`src/rtl/logic_exec_stage.sv`:
```
// logic_exec_stage: two-register bitwise logic execution stage with
// valid/ready handshakes on both sides.
//   S1 captures the operation (op, A, B) on an input handshake.
//   S2 captures the result (Y, zero flag) when S1 advances.
//   op_count counts results accepted by downstream, wrapping at all-ones.
// Optional feature: define LOGIC_EXEC_PARITY_EN to add a registered
// 'parity' output (XOR-reduction of Y, loaded together with Y).
module logic_exec_stage #(
  parameter int WIDTH = 32,
  parameter int CNT_W = 16
) (
  input  logic             clk,
  input  logic             rst,
  input  logic             in_valid,
  output logic             in_ready,
  input  logic [1:0]       op,
  input  logic [WIDTH-1:0] A,
  input  logic [WIDTH-1:0] B,
  output logic             out_valid,
  input  logic             out_ready,
  output logic [WIDTH-1:0] Y,
  output logic             zero,
`ifdef LOGIC_EXEC_PARITY_EN
  output logic             parity,
`endif
  output logic [CNT_W-1:0] op_count
);

  typedef enum logic [1:0] {
    OP_AND = 2'b00,
    OP_OR  = 2'b01,
    OP_XOR = 2'b10,
    OP_NOR = 2'b11
  } op_e;

  // Stage 1: captured operation
  logic             s1_valid;
  op_e              s1_op;
  logic [WIDTH-1:0] s1_a;
  logic [WIDTH-1:0] s1_b;

  // Stage 2: captured result
  logic             s2_valid;
  logic [WIDTH-1:0] s2_y;
  logic             s2_zero;
`ifdef LOGIC_EXEC_PARITY_EN
  logic             s2_parity;
`endif

  // Goes high on the first edge after reset release; keeps in_ready low
  // throughout reset and for the edge that ends it.
  logic             ready_en;

  logic             in_hs;
  logic             out_hs;
  logic             s2_load;
  logic [WIDTH-1:0] result;
  logic [CNT_W-1:0] count_q;

  // Handshake and advance conditions
  assign out_hs   = s2_valid & out_ready;
  assign s2_load  = s1_valid & (~s2_valid | out_ready);
  assign in_ready = ready_en & (~s1_valid | s2_load);
  assign in_hs    = in_valid & in_ready;

  // Bitwise function of the operands held in S1
  always_comb begin
    // NOTE: every signal written here gets a default first, so no path
    // through the case can leave it unassigned and infer a latch.
    result = '0;
    unique case (s1_op)
      OP_AND: result = s1_a & s1_b;
      OP_OR:  result = s1_a | s1_b;
      OP_XOR: result = s1_a ^ s1_b;
      OP_NOR: result = ~(s1_a | s1_b);
    endcase
  end

  // Ready enable: asserted one edge after reset deasserts
  always_ff @(posedge clk or posedge rst) begin
    // NOTE: sequential state uses non-blocking assignments so every flop
    // samples pre-edge values regardless of block evaluation order.
    if (rst) ready_en <= 1'b0;
    else     ready_en <= 1'b1;
  end

  // Stage 1 occupancy and operand capture
  always_ff @(posedge clk or posedge rst) begin
    // NOTE: operand/result registers are reset too, so Y reads 0 during
    // reset and no stale data is visible after an abort.
    if (rst) begin
      s1_valid <= 1'b0;
      s1_op    <= OP_AND;
      s1_a     <= '0;
      s1_b     <= '0;
    end else begin
      if (in_hs) begin
        s1_valid <= 1'b1;
        s1_op    <= op_e'(op);
        s1_a     <= A;
        s1_b     <= B;
      end else if (s2_load) begin
        s1_valid <= 1'b0;
      end
    end
  end

  // Stage 2 occupancy and result capture; holds while stalled
  always_ff @(posedge clk or posedge rst) begin
    if (rst) begin
      s2_valid  <= 1'b0;
      s2_y      <= '0;
      s2_zero   <= 1'b0;
`ifdef LOGIC_EXEC_PARITY_EN
      s2_parity <= 1'b0;
`endif
    end else begin
      if (s2_load) begin
        s2_valid  <= 1'b1;
        s2_y      <= result;
        s2_zero   <= (result == '0);
`ifdef LOGIC_EXEC_PARITY_EN
        s2_parity <= ^result;
`endif
      end else if (out_hs) begin
        s2_valid <= 1'b0;
      end
    end
  end

  // Completed-operation counter, wraps naturally at all-ones
  always_ff @(posedge clk or posedge rst) begin
    if (rst)         count_q <= '0;
    else if (out_hs) count_q <= count_q + 1'b1;
  end

  assign out_valid = s2_valid;
  assign Y         = s2_y;
  assign zero      = s2_zero & s2_valid;
  assign op_count  = count_q;
`ifdef LOGIC_EXEC_PARITY_EN
  assign parity    = s2_parity;
`endif

endmodule

```
`config.mk`:
```
export PLATFORM = sky130hd
export DESIGN_NAME = logic_exec_stage
export DESIGN_NICKNAME = d
export VERILOG_FILES = /design/src/rtl/logic_exec_stage.sv
export SDC_FILE = /design/constraint.sdc
export NUM_CORES = 1
export LEC_CHECK = 0
export BUFFER_PORTS_ARGS = -buffer_cell sky130_fd_sc_hd__buf_4
export CORE_MARGIN = 4
export CORE_UTILIZATION = 25
export DETAILED_ROUTE_END_ITERATION = 10
export GPL_TIMING_DRIVEN = 0
export PLACE_DENSITY_LB_ADDON = 0.1
export SLEW_MARGIN = 20
export SYNTH_ARGS = -nofsm -noshare
export SYNTH_HDL_FRONTEND = slang
export SYNTH_SLANG_ARGS = --single-unit
```
`constraint.sdc`:
```
create_clock -name clk -period 10 [get_ports clk]
set_input_delay 2 -clock clk [delete_from_list [all_inputs] [get_ports clk]]
set_output_delay 2 -clock clk [all_outputs]
set_load 0.01 [all_outputs]
```
==> reports/qor.csv <==
metric;value;unit
VDD IR-drop max;97.9;µV
total number of yosys warnings;0;
Cell Pwr Density;217;nW/µm²
status;complete, no violations;
share of layout cells above drive strength 1;0.298;
critical path class;input port to output port;
CTS tree;yes;
Final Critical Period;4.66;ns
Die X;169;µm
FILL cells;2596;
CORE AREA;25300;µm²
XOR/XNOR Fraction of Synth Area;0.0203;
most used cell, CP;buf_4;
Crit. End Element;output port;
RSZ-0062 raised after global routing;no;
Synth Net Count;766;
Worst-path clk slew;0.05;ns
adder-cell share of the synthesized area;0.126;
post-synth top area cell;dfrtp_1;
Compound-Gate Fraction of Synth Area;0.0883;
synth top area cells;dfrtp_1 (46%), ha_1 (13%), mux2_2 (12%);
clock latency on the worst-skew pair;0.41;ns
gr usage total;0.134;
HP Class;flop to flop;
die area;28600;µm²
startpoint types;input port;
antenna violations before repair;0;
largest family of logic cells by synthesized area;simple AND/OR/NAND/NOR gates;
Final Non-Filler Cells;1114;
Worst-Margin Slew;0.754;ns
CP cell instances;buf_4 > nand3b_1 > and2_1 > buf_4;
GR Overflow Total;0;
cts hold-fix bufs;0;
Fmax;215;MHz
total CTS buffers;17;
Post-DP HPWL;13900;µm
Critical Path RT;8.00;ns
Avg WL per Cell;16.9;µm
slowest CP cell;and2_1;
global-route wire length before repair;29100;µm
final count of pins violating max slew;0;
Yosys cell types;26;
Syn Area/Cell;10.3;µm²
PostCTS Resize Cnt;0;
Remaining DRCs;0;
Die H;169;µm
Initial Utilization;0.256;
Vias;4927;
Initial DRC Count;225;
via/cell ratio;4.42;
Area Overhead vs Synth;30.1;%
I/O pin total;121;
H-tree Lvls;4;
Max-Cap Viols;0;
placed standard-cell area;7830;µm²
number of synthesized register bits;118;
P_leak;4.08;nW
mux cell area share after synthesis;0.116;
PortBufs;120;
diode count;0;
root buf cell;clkbuf_16;
GP Congestion;0.755;
Pre-Repair DR Iteration Count;5;
sequential fraction of the synthesis area;0.456;
Buffers & Inverters on Critical Path;2;
largest net degree at the start of global routing;68;
clk sinks;118;
post-route setup TNS;0;ns
Yosys top cell area share;0.456;
pre-CTS WS;5.33;ns
critical path arrival;2.66;ns
critical-path maximum fanout;4;
crit-path leading delay family;simple AND/OR/NAND/NOR gates;
Placed Cells;1082;
final antenna-violating net count;0;
Mapped Area;6480;µm²
final instance area;8430;µm²
drt total wl;18900;µm
clk_skew;0.0102;ns
Final Setup Violations;0;
Final WS setup;5.34;ns
Final nets;906;
crit-path max cell delay;0.20;ns
simple-gate portion of the synthesized area;0.134;
Clock Tree Buf Depth;2;
cells after synthesis;631;
final hold violation count;0;
Post-CTS Setup Repair Bufs;0;
vias in the first global route;5095;
Rel. slew slack;0.497;
# rows;58;
period utilization;0.466;
Min Hold Slack;0.483;ns
-- tightest hold or removal path, cell delays in order (launching register included) --
cell and delay [ns]:
dfrtp_1 0.34, nand2_1 0.05, o21ai_0 0.06
-- cell usage after synthesis --
cell	n
nor3_1	3
o21ai_0	66
clkbuf_1	12
mux2_2	67
nor4_1	1
nor3b_1	1
a31o_1	1
nor2b_1	62
and2_1	4
dfrtp_1	118
inv_1	66
nand2_1	43
nand2b_1	3
buf_1	2
nand4_1	12
ha_1	65
o31ai_1	31
nor2_1	33
nand3b_1	1
conb_1	1
clkbuf_2	1
xnor2_1	13
and3_1	2
nand3_1	5
buf_2	16
xor2_1	2
-- final timing paths --
check,startpoint,to,slack [ns],depth (start not counted)
setup reg to reg,s1_op[1],s2_zero,7.75,7
setup / recovery,out_ready,in_ready,5.34,4
hold reg to reg,Y[14],Y[14],0.48,2
max in group asynchronous,rst,Y[27],7.59,3
hold / removal,Y[14],Y[14],0.48,2
min in group asynchronous,rst,Y[13],1.63,2
-- layout make-up --
class                           count  area, µm²  area share
Clock buffer                       22        454      0.0539
Sequential cell                   118       2950       0.350
Timing Repair Buffer              121        928       0.110
Clock inverter                     10        153      0.0181
Tap cell                          330        413      0.0490
Inverter                           66        253      0.0300
Multi-Input combinational cell    416       3140       0.372
Buffer                             31        138      0.0163
-- kinds of logic (layout without fill, tap and decap cells) --
kind of cell / after synthesis / in the layout
other cells: 1 / 1
buf+inv: 97 / 250
flops: 118 / 118
compound gates: 98 / 98
xor+xnor: 15 / 15
fa+ha+maj: 65 / 65
mux: 67 / 67
simple gates: 170 / 170
-- cells in the final DEF (no fill, tap or decap), drive strengths merged, types with 5 or more instances in the layout --
master and instances:
ha 65, nor2 33, nand4 12, buf 139, o31ai 31, clkbuf 35, nand2 43, clkinv 5
inv 66, nor2b 62, mux2 67, dfrtp 118, xnor2 13, nand3 5, o21ai 66
-- registers in the layout, indices dropped and copies added, names as in the netlist --
signal and cells:
s1_a 32, s1_op 2, op_count 16, s2_zero 1, out_valid 1, s1_valid 1, s1_b 32, ready_en 1
Y 32
-- metal layers --
metal | vias up | wire (µm) | GRT usage
met5 | - | 0 | 0
met4 | 0 | 190 | 0.0308
met3 | 12 | 1010 | 0.0329
met2 | 128 | 8560 | 0.211
met1 | 2401 | 9100 | 0.188
li1 | 2386 | - | -
-- power breakdown --
group          switching, mW  internal (mW)
Combinational          0.269          0.242
Sequential            0.0927          0.583
Clock                  0.221          0.421
Total                  0.583           1.25
-- stage by stage --
step / power [mW] / util
after floorplan: 0.954 / -
after global placement: 1.19 / 0.308
after detailed placement: 1.21 / 0.309
after CTS: 1.86 / 0.333
after global routing: 1.95 / 0.333
final: 1.83 / 0.333
No activity file was read; power rests on OpenSTA's default activity.
